==> src/rtl/ma_dmem_arbiter_if.sv <==
// Bus bundle between the two MA_DMEM requesters (PE, LD), the arbiter and the memory.
//
// Handshake: a requester raises *_req with *_we/*_addr/*_wdata (and ld_last) stable
// and holds them until it sees *_gnt; the transfer happens on the clock edge where
// req & gnt are both 1, and the requester may change its fields from the next cycle.
// Read data returns exactly one cycle after the granting edge, flagged by *_rvalid.
interface ma_dmem_arbiter_if #(
    parameter int ADDR_W = 10,
    parameter int DATA_W = 16
);
    logic              pe_req;
    logic              pe_we;
    logic [ADDR_W-1:0] pe_addr;
    logic [DATA_W-1:0] pe_wdata;
    logic              pe_gnt;
    logic              pe_rvalid;
    logic [DATA_W-1:0] pe_rdata;

    logic              ld_req;
    logic              ld_we;
    logic [ADDR_W-1:0] ld_addr;
    logic [DATA_W-1:0] ld_wdata;
    logic              ld_last;
    logic              ld_gnt;
    logic              ld_rvalid;
    logic [DATA_W-1:0] ld_rdata;

    logic              mem_en;
    logic              mem_we;
    logic [ADDR_W-1:0] mem_addr;
    logic [DATA_W-1:0] mem_din;
    logic [DATA_W-1:0] mem_dout;

    logic              busy;
    logic              state_dbg;   // arbiter FSM state: 0=IDLE, 1=LD_LOCK

    // Requester and memory side
    modport master (
        output pe_req, pe_we, pe_addr, pe_wdata,
        input  pe_gnt, pe_rvalid, pe_rdata,
        output ld_req, ld_we, ld_addr, ld_wdata, ld_last,
        input  ld_gnt, ld_rvalid, ld_rdata,
        input  mem_en, mem_we, mem_addr, mem_din,
        output mem_dout,
        input  busy, state_dbg
    );

    // Arbiter side
    modport slave (
        input  pe_req, pe_we, pe_addr, pe_wdata,
        output pe_gnt, pe_rvalid, pe_rdata,
        input  ld_req, ld_we, ld_addr, ld_wdata, ld_last,
        output ld_gnt, ld_rvalid, ld_rdata,
        output mem_en, mem_we, mem_addr, mem_din,
        input  mem_dout,
        output busy, state_dbg
    );
endinterface

==> src/rtl/ma_dmem_arbiter.sv <==
// Arbiter sharing the single-port MA_DMEM between the MA-stage packet port (PE)
// and the host loader port (LD). Round-robin on ties; LD may lock the memory for
// bursts, but after MAX_BURST consecutive LD beats a waiting PE gets one slot.
module ma_dmem_arbiter #(
    parameter int ADDR_W    = 10,
    parameter int DATA_W    = 16,
    parameter int MAX_BURST = 8
) (
    input  logic                  CP,
    input  logic                  MR,
    ma_dmem_arbiter_if.slave      bus
);
    localparam int CNT_W = $clog2(MAX_BURST + 1);
    localparam logic [CNT_W-1:0] CNT_MAX = CNT_W'(MAX_BURST);
    localparam logic [CNT_W-1:0] CNT_ONE = CNT_W'(1);

    typedef enum logic {IDLE = 1'b0, LD_LOCK = 1'b1} state_t;
    typedef enum logic [1:0] {RSEL_NONE = 2'd0, RSEL_PE = 2'd1, RSEL_LD = 2'd2} rsel_t;

    state_t            state_q, state_d;
    logic              last_ld_q, last_ld_d;   // last winner: 1=LD, 0=PE
    logic [CNT_W-1:0]  cnt_q, cnt_d;
    rsel_t             rsel_q, rsel_d;
    logic [DATA_W-1:0] pe_rdata_q, ld_rdata_q;
    logic              pe_arb, ld_arb;         // arbitration result, ungated by reset
    logic              pe_gnt, ld_gnt;

    // Arbitration decision and next-state for the IDLE / LD_LOCK FSM
    always_comb begin
        state_d   = state_q;
        last_ld_d = last_ld_q;
        cnt_d     = cnt_q;
        pe_arb    = 1'b0;
        ld_arb    = 1'b0;
        case (state_q)
            IDLE: begin
                if (bus.pe_req && bus.ld_req) begin
                    pe_arb = last_ld_q;
                    ld_arb = !last_ld_q;
                end else begin
                    pe_arb = bus.pe_req;
                    ld_arb = bus.ld_req;
                end
                if (pe_arb) last_ld_d = 1'b0;
                if (ld_arb) begin
                    last_ld_d = 1'b1;
                    if (!bus.ld_last) begin
                        state_d = LD_LOCK;
                        cnt_d   = CNT_ONE;
                    end
                end
            end
            LD_LOCK: begin
                if (cnt_q == CNT_MAX && bus.pe_req) begin
                    // Burst bound reached: PE gets this slot, LD stalls
                    pe_arb = 1'b1;
                    cnt_d  = '0;
                end else if (bus.ld_req) begin
                    ld_arb = 1'b1;
                    if (cnt_q != CNT_MAX) cnt_d = cnt_q + 1'b1;
                    if (bus.ld_last) begin
                        state_d   = IDLE;
                        last_ld_d = 1'b1;
                        cnt_d     = '0;
                    end
                end else if (bus.pe_req) begin
                    // Gap fill while LD pauses inside its burst
                    pe_arb = 1'b1;
                end
            end
            default: state_d = IDLE;
        endcase

        if (pe_arb && !bus.pe_we)      rsel_d = RSEL_PE;
        else if (ld_arb && !bus.ld_we) rsel_d = RSEL_LD;
        else                           rsel_d = RSEL_NONE;
    end

    // Grants and memory-side mux; everything forced to 0 while reset is held
    always_comb begin
        pe_gnt = pe_arb && MR;
        ld_gnt = ld_arb && MR;
        bus.pe_gnt   = pe_gnt;
        bus.ld_gnt   = ld_gnt;
        bus.mem_en   = pe_gnt || ld_gnt;
        bus.mem_we   = 1'b0;
        bus.mem_addr = '0;
        bus.mem_din  = '0;
        if (pe_gnt) begin
            bus.mem_we   = bus.pe_we;
            bus.mem_addr = bus.pe_addr;
            bus.mem_din  = bus.pe_wdata;
        end else if (ld_gnt) begin
            bus.mem_we   = bus.ld_we;
            bus.mem_addr = bus.ld_addr;
            bus.mem_din  = bus.ld_wdata;
        end
    end

    // Read-response steering: rdata follows mem_dout in the response cycle, else holds
    always_comb begin
        bus.pe_rvalid = (rsel_q == RSEL_PE);
        bus.ld_rvalid = (rsel_q == RSEL_LD);
        bus.pe_rdata  = bus.pe_rvalid ? bus.mem_dout : pe_rdata_q;
        bus.ld_rdata  = bus.ld_rvalid ? bus.mem_dout : ld_rdata_q;
        bus.busy      = (state_q == LD_LOCK);
        bus.state_dbg = state_q;
    end

    // State, round-robin pointer, burst counter and response registers
    always_ff @(posedge CP or negedge MR) begin
        if (!MR) begin
            state_q    <= IDLE;
            last_ld_q  <= 1'b1;
            cnt_q      <= '0;
            rsel_q     <= RSEL_NONE;
            pe_rdata_q <= '0;
            ld_rdata_q <= '0;
        end else begin
            state_q   <= state_d;
            last_ld_q <= last_ld_d;
            cnt_q     <= cnt_d;
            rsel_q    <= rsel_d;
            if (rsel_q == RSEL_PE) pe_rdata_q <= bus.mem_dout;
            if (rsel_q == RSEL_LD) ld_rdata_q <= bus.mem_dout;
        end
    end
endmodule

==> src/flat_wrapper.sv <==
// flat-port wrapper written by rule: the top's interface ports become plain ports
module ma_dmem_arbiter_flat 
#(
    parameter int ADDR_W    = 10,
    parameter int DATA_W    = 16,
    parameter int MAX_BURST = 8
)
  (CP, MR, bus_pe_req, bus_pe_we, bus_pe_addr, bus_pe_wdata, bus_pe_gnt, bus_pe_rvalid, bus_pe_rdata, bus_ld_req, bus_ld_we, bus_ld_addr, bus_ld_wdata, bus_ld_last, bus_ld_gnt, bus_ld_rvalid, bus_ld_rdata, bus_mem_en, bus_mem_we, bus_mem_addr, bus_mem_din, bus_mem_dout, bus_busy, bus_state_dbg);
  ma_dmem_arbiter_if #(.ADDR_W(ADDR_W), .DATA_W(DATA_W)) bus_i ();
  input  logic CP;
  input  logic MR;
  input wire logic [$bits(bus_i.pe_req)-1:0] bus_pe_req;
  input wire logic [$bits(bus_i.pe_we)-1:0] bus_pe_we;
  input wire logic [$bits(bus_i.pe_addr)-1:0] bus_pe_addr;
  input wire logic [$bits(bus_i.pe_wdata)-1:0] bus_pe_wdata;
  output wire logic [$bits(bus_i.pe_gnt)-1:0] bus_pe_gnt;
  output wire logic [$bits(bus_i.pe_rvalid)-1:0] bus_pe_rvalid;
  output wire logic [$bits(bus_i.pe_rdata)-1:0] bus_pe_rdata;
  input wire logic [$bits(bus_i.ld_req)-1:0] bus_ld_req;
  input wire logic [$bits(bus_i.ld_we)-1:0] bus_ld_we;
  input wire logic [$bits(bus_i.ld_addr)-1:0] bus_ld_addr;
  input wire logic [$bits(bus_i.ld_wdata)-1:0] bus_ld_wdata;
  input wire logic [$bits(bus_i.ld_last)-1:0] bus_ld_last;
  output wire logic [$bits(bus_i.ld_gnt)-1:0] bus_ld_gnt;
  output wire logic [$bits(bus_i.ld_rvalid)-1:0] bus_ld_rvalid;
  output wire logic [$bits(bus_i.ld_rdata)-1:0] bus_ld_rdata;
  output wire logic [$bits(bus_i.mem_en)-1:0] bus_mem_en;
  output wire logic [$bits(bus_i.mem_we)-1:0] bus_mem_we;
  output wire logic [$bits(bus_i.mem_addr)-1:0] bus_mem_addr;
  output wire logic [$bits(bus_i.mem_din)-1:0] bus_mem_din;
  input wire logic [$bits(bus_i.mem_dout)-1:0] bus_mem_dout;
  output wire logic [$bits(bus_i.busy)-1:0] bus_busy;
  output wire logic [$bits(bus_i.state_dbg)-1:0] bus_state_dbg;
  assign bus_i.pe_req = bus_pe_req;
  assign bus_i.pe_we = bus_pe_we;
  assign bus_i.pe_addr = bus_pe_addr;
  assign bus_i.pe_wdata = bus_pe_wdata;
  assign bus_pe_gnt = bus_i.pe_gnt;
  assign bus_pe_rvalid = bus_i.pe_rvalid;
  assign bus_pe_rdata = bus_i.pe_rdata;
  assign bus_i.ld_req = bus_ld_req;
  assign bus_i.ld_we = bus_ld_we;
  assign bus_i.ld_addr = bus_ld_addr;
  assign bus_i.ld_wdata = bus_ld_wdata;
  assign bus_i.ld_last = bus_ld_last;
  assign bus_ld_gnt = bus_i.ld_gnt;
  assign bus_ld_rvalid = bus_i.ld_rvalid;
  assign bus_ld_rdata = bus_i.ld_rdata;
  assign bus_mem_en = bus_i.mem_en;
  assign bus_mem_we = bus_i.mem_we;
  assign bus_mem_addr = bus_i.mem_addr;
  assign bus_mem_din = bus_i.mem_din;
  assign bus_i.mem_dout = bus_mem_dout;
  assign bus_busy = bus_i.busy;
  assign bus_state_dbg = bus_i.state_dbg;
  ma_dmem_arbiter #(.ADDR_W(ADDR_W), .DATA_W(DATA_W), .MAX_BURST(MAX_BURST)) u_core (.CP(CP), .MR(MR), .bus(bus_i));
endmodule
==> config.mk <==
export PLATFORM = sky130hd
export DESIGN_NAME = ma_dmem_arbiter_flat
export DESIGN_NICKNAME = d
export VERILOG_FILES = /design/src/rtl/ma_dmem_arbiter_if.sv /design/src/rtl/ma_dmem_arbiter.sv /design/src/flat_wrapper.sv
export SDC_FILE = /design/constraint.sdc
export NUM_CORES = 1
export LEC_CHECK = 0
export CAP_MARGIN = 15
export CORE_MARGIN = 2
export CORE_UTILIZATION = 32
export DETAILED_ROUTE_END_ITERATION = 10
export HOLD_SLACK_MARGIN = 0.08
export PLACE_DENSITY = 0.76
export REMOVE_ABC_BUFFERS = 1
export SLEW_MARGIN = 15
export SYNTH_ARGS = -nofsm -noshare
export SYNTH_HDL_FRONTEND = slang
export SYNTH_SLANG_ARGS = --single-unit
export TNS_END_PERCENT = 30
==> constraint.sdc <==
create_clock -name CP -period 2.42 [get_ports CP]
set_clock_uncertainty 0.2 [all_clocks]
set_input_delay 0.484 -clock CP [delete_from_list [all_inputs] [get_ports CP]]
set_output_delay 0.484 -clock CP [all_outputs]
set_load 0.005 [all_outputs]
After elaboration in Yosys (flattened, before gate mapping)
Cells that the tools add are included.
{"block": "word_totals", "ff_bits": 40, "input_bits": 75, "output_inout_bits": 66, "wordCells": 71}
{"block": "classes", "bitwise_logic": 1, "n_addsub": 1, "eq_ne": 12, "reduce_logical": 12, "n_mux": 39}
{"op": "$mux 16", "count": 4}
{"op": "$mux 4", "count": 6}
{"op": "$mux 1", "count": 20}
{"op": "$mux 10", "count": 2}
{"op": "$ne 2x2->1 const B", "count": 4}
{"op": "$ne 4x4->1 const B", "count": 2}
{"op": "$pmux 1 s2", "count": 4}
{"op": "$pmux 4 s2", "count": 1}
{"op": "$reduce_and 4->1", "count": 2}
{"op": "$logic_and 1x1->1", "count": 6}
{"op": "$add 4x1->4 const B", "count": 1}
{"op": "$eq 4x4->1 const B", "count": 1}
{"op": "$mux 2", "count": 2}
{"op": "$logic_not 1->1", "count": 3}
{"op": "$ne 3x1->1 const B", "count": 1}
{"op": "$ne 3x3->1 const B", "count": 1}
{"op": "$eq 2x1->1 const B", "count": 1}
{"op": "$eq 2x2->1 const B", "count": 1}
{"op": "$ne 2x1->1 const B", "count": 1}
{"op": "$logic_or 1x1->1", "count": 1}
{"op": "$not 1->1", "count": 1}

Longest topological paths before layout
{"block": "depth", "word_depth": 7, "ltp_mapped": 8, "ltp_nobuf": 6}

Least setup slack after synthesis
OpenSTA, ideal clock, no wires.
{"block": "synth_path", "kind": "register -> output", "from": "register u_core.cnt_q[0]", "to": "output port bus_mem_din[10]", "stages_incl_launch_ff": 9, "path_slack_ps": -110, "path_buffers": 2, "arrival_ps": 1846, "cell_sequence": "dfrtp_1 > inv_1 > ha_1 > and4b_1 > or3b_1 > and3_4 > buf_6 > buf_6 > a22o_1"}
{"block": "synth_between", "elab_cells_between_ends": 10, "cone_classes": "1 x eq/ne; 6 x mux; 3 x reduce/logical"}
{"item": "from (decl)", "line": "ma_dmem_arbiter.sv:22", "text": "logic [CNT_W-1:0] cnt_q, cnt_d;"}
{"item": "from (signal assigned)", "line": "ma_dmem_arbiter.sv:122", "text": "cnt_q <= cnt_d;"}
{"item": "$eq 4x4->1", "line": "ma_dmem_arbiter.sv:54", "text": "if (cnt_q == CNT_MAX && bus.pe_req) begin"}
{"item": "$logic_and 1x1->1", "line": "ma_dmem_arbiter.sv:54"}
{"item": "$mux 1", "line": "ma_dmem_arbiter.sv:54"}
{"item": "$pmux 1 s2", "line": "ma_dmem_arbiter.sv:35", "text": "case (state_q)"}
{"item": "$logic_and 1x1->1", "line": "ma_dmem_arbiter.sv:81", "text": "pe_gnt = pe_arb && MR;"}
{"item": "named net bus_pe_gnt", "line": "flat_wrapper.sv:16", "text": "output wire logic [$bits(bus_i.pe_gnt)-1:0] bus_pe_gnt;"}
{"item": "$mux 16", "line": "ma_dmem_arbiter.sv:89", "text": "if (pe_gnt) begin"}
{"item": "to (decl)", "line": "flat_wrapper.sv:30", "text": "output wire logic [$bits(bus_i.mem_din)-1:0] bus_mem_din;"}
The timed path passes the listed nets, and every way through them passes these cells.

Final worst setup path
{"block": "layout_path", "from": "register u_core.cnt_q[0]", "to": "output port bus_mem_din[3]"}
{"block": "layout_between", "elab_chain_cells": 7, "elab_cells_between_ends": 10, "cone_classes": "1 x eq/ne; 6 x mux; 3 x reduce/logical"}
{"item": "$eq 4x4->1 (*)", "line": "ma_dmem_arbiter.sv:54"}
{"item": "$logic_and 1x1->1 (*)", "line": "ma_dmem_arbiter.sv:54"}
{"item": "$mux 1", "line": "ma_dmem_arbiter.sv:54"}
{"item": "$pmux 1 s2", "line": "ma_dmem_arbiter.sv:35"}
{"item": "$logic_and 1x1->1", "line": "ma_dmem_arbiter.sv:82", "text": "ld_gnt = ld_arb && MR;"}
{"item": "$mux 16", "line": "ma_dmem_arbiter.sv:93", "text": "end else if (ld_gnt) begin"}
{"item": "$mux 16 (*)", "line": "ma_dmem_arbiter.sv:89"}
Mark *: on every way between the ends. The rest lies on a longest branch, timed or not.

==> results.md <==
Critical path:
- Data on the critical path is required at its endpoint by 1.74 ns.
- The critical path capture point type is an output pin.
- The largest fanout on the critical path is 5.
- The sort of element at the start of the critical path is a register.
- The critical path is of the reg -> out type.
- The largest individual stage delay along the critical path comes from the cell or3b_4.
- The signal on the critical path passes through inv_1 -> ha_2 -> and4b_1 -> or3b_4 -> and3_4 -> buf_6 -> a22o_1 -> buf_2.
- The largest single stage delay on the critical path is 0.44 ns.
- The sum of buffers and inverters on the critical path is 3.
- Among cell families on the critical path, the largest total delay comes from simple AND/OR/NAND/NOR gates.
- Data on the critical path arrives at its endpoint at 2.17 ns.
- The setup slack of the most critical reg-to-reg path is 0.72 ns.

Yosys:
- Summed over its instances, the top area cell type makes up 48.7% of the synthesized netlist area.
- The most frequently used flop master after synthesis is dfrtp_1.
- By area the synthesized netlist is led by dfrtp_1 (49%), mux2_2 (18%), a22o_1 (12%), nand2_1 (1.7%), buf_6 (1.7%).
- Ranked by instance count, the synthesized netlist is headed by dfrtp_1 (39), mux2_2 (32), a22o_1 (28), nand2_1 (9), o21ai_0 (6).
- Summing the sequential cell areas from Yosys gives 50.0% of the chip area.
- Among all cell types in the netlist, the one instantiated most often is dfrtp_1.
- The post-synthesis sequential element count is 40.
- The largest total area in the synthesized netlist belongs to dfrtp_1.
- The number of warnings reported in the yosys synthesis log is 0.
- Synthesis produced a netlist whose cell count is 167.
- The cell area that synthesis handed to floorplanning was 0.00200 mm2.
- Yosys mapped a number of flops with a built-in enable equal to 0.
- The post-synthesis average cell area is 12.0 um2.
- After synthesis, the share of flip-flops with an asynchronous set or reset is 100%.
- The number of distinct library cells after synthesis is 32.

Global route:
- The number of global-route vias before repair came to 2093.
- The global-route wire length before repair is 11.3 mm.
- For this run the aggregate overflow at the end of global routing stands at 0.
- The number of antenna violations at the first check in global routing is 0.
- The pin count of the biggest net entering global routing is 41.
- The total global-route track usage is 20.6%.

Placed design:
- The placement-stage worst setup slack is -0.594 ns.
- The last weighted congestion value of the routability-driven placer is 0.839.
- In this run the tool buffered the top-level ports with 140 buffer cells.
- The detailed placement HPWL is 4.95 mm.

Clock network:
- For the worst-skew pair, the clock arrives at the later sink with an insertion delay of 0.28 ns.
- The maximum level of the CTS H-tree is 2.
- The clock buffer count from CTS is 5.
- The TritonCTS clock tree is yes.
- The clock-pin slew on the worst setup and hold paths is 0.08 ns.
- The tree is rooted in a clkbuf_8.
- Clock tree synthesis found a total of 40 sinks.
- The number of buffers between clock root and the deepest sink is 2.

Floorplan:
- The die covers 0.00691 mm2.
- The floorplan has 28 rows.
- The total I/O pin count is 141.
- The area of the core is 0.00599 mm2.
- The die is 83.1 um wide.
- The initial cell density of the core is 33.5%.
- The vertical die dimension is 83.1 um.

Hold path:
- The path class of the tightest hold or removal check is in -> async.

STA:
- The final setup TNS is -10.91 ns.
- Setup repair after global routing could not meet its margin everywhere.
- Once routing completed, OpenROAD measured the worst setup slack at -0.432 ns.
- Timing would allow up to 0.351 GHz.
- The actual transition at the worst max-transition pin is 0.496 ns.
- The part of the cycle the worst path needs is 118%.
- The time the final worst path needs with I/O delays and setup is 2.85 ns.
- The final hold slack is 0.183 ns.
- The final count of pins violating max slew was 0.
- The final number of setup-violating endpoints is 29.
- Measured against its own limit, the worst slew margin works out to 66.9%.
- The hold violation total from the final report is 0.

Routing:
- The routed layout has 2039 vias.
- The starting DRC count in detailed routing is 85.
- The number of nets still failing antenna checks after routing is 0.
- The count of TritonRoute iterations in the first routing pass is 4.
- The average detailed-routed wire length per instance is 17.4 um.
- The number of design rule violations left after detail routing is 0.
- The routed design has 7.14 mm of wire.
- The via count normalized by instance count is 4.96.

Layout:
- The number of diodes added for antenna fixing is 0.
- The fraction of final layout cells with drive strength greater than 1 is 33.3%.
- Compared with the post-synthesis result, the final layout area differs by 88.3%.
- After the last flow step, the layout net total stands at 412.

Power and ir drop:
- The largest voltage drop on the vdd net is 0.441 mV.
- The leakage power is 1.79 nW.
- The overall power consumption is 2.47 mW.
- Dividing total power by cell area gives a power density of 654 mW/mm2.

Run status:
- The final reports fail on setup timing.
- The flow ran to the end, but the final reports show violations.

Job:
- The number of max-capacitance violations reported is 0.
[state kept, by name (all words and copies together) (netlist names)]
name / count
u_core.bus.busy: 1
u_core.cnt_q: 4
u_core.last_ld_q: 1
u_core.ld_rdata_q: 16
u_core.pe_rdata_q: 16
u_core.rsel_q: 2
[through the flow]
step                      util, %  cells  cell area [um2]
final                        63.0    411             3770
after global routing         63.0    411             3770
after CTS                    62.7    410             3760
after detailed placement     59.6    386             3570
after global placement       59.6    386             3570
after floorplan                 -    154             1930
[worst paths after layout]
check / depth (start not counted) / start / end
worst max register to register: 7 / u_core.cnt_q[0] / u_core.cnt_q[2]
worst min-delay path: 2 / MR / u_core.ld_rdata_q[9]
worst min register to register: 1 / u_core.pe_rdata_q[7] / u_core.pe_rdata_q[7]
max in group asynchronous: 2 / MR / u_core.rsel_q[0]
min in group CP: 1 / u_core.pe_rdata_q[7] / u_core.pe_rdata_q[7]
worst max-delay path: 8 / u_core.cnt_q[0] / bus_mem_din[3]
[routing by layer]
metal | vias up | share of wire [%] | track usage [%]
met5 | - | 0 | 0
met4 | 0 | 0.35 | 3.58
met3 | 4 | 4.5 | 4.67
met2 | 67 | 54 | 37.5
met1 | 1007 | 41 | 25.2
li1 | 961 | - | -
[cell type report]
type                            instances  area, um2
Fill cell                             520       2220
Timing Repair Buffer                  171       1540
Sequential cell                        40       1000
Multi-Input combinational cell        112       1000
Tap cell                               75       93.8
Clock buffer                            6       82.6
Clock inverter                          2       38.8
Inverter                                5       18.8
[power breakdown]
group	internal [mW]	switching [mW]
Clock	0.337	0.226
Sequential	0.845	0.0545
Combinational	0.622	0.385
[cells in the final DEF (no fill, tap or decap), types with 6 or more instances in the layout]
| cell type | Yosys | final |
|---|---|---|
| a22o_1 | 28 | 28 |
| clkdlybuf4s50_1 | 0 | 77 |
| dfrtp_1 | 39 | 38 |
| clkbuf_8 | 0 | 6 |
| nand2_1 | 9 | 9 |
| o21ai_0 | 6 | 6 |
| mux2_2 | 32 | 22 |
| buf_2 | 3 | 26 |
| mux2_4 | 0 | 10 |
| buf_4 | 1 | 16 |
| buf_6 | 3 | 11 |
| dlygate4sd2_1 | 0 | 33 |
[worst register-to-register path, stage by stage (launching register included)]
cell	delay (ns)
dfrtp_1	0.35
inv_1	0.05
ha_2	0.18
buf_4	0.13
and4bb_2	0.21
o2bb2ai_1	0.18
o21ai_0	0.12
a22o_1	0.18
[timing repair]
item / CTS / global route
pin swaps: 7 / 5
buffers inserted: 13 / 1
cloned: 3 / 0
hold buffers: 0 / 0
resized for setup: 165 / 10
endpoints found under the setup margin: 62 / 46
[cells by family after synthesis]
kind of cell	Yosys count	share of synthesized area (%)
muxes	32	18.0
buffers and inverters	18	4.87
and+or+nand+nor	32	9.43
adders and majority gates	2	1.25
DFF	40	50.0
AOI/OAI and AO/OA	43	16.5
Power figures use the tool's default switching activity.
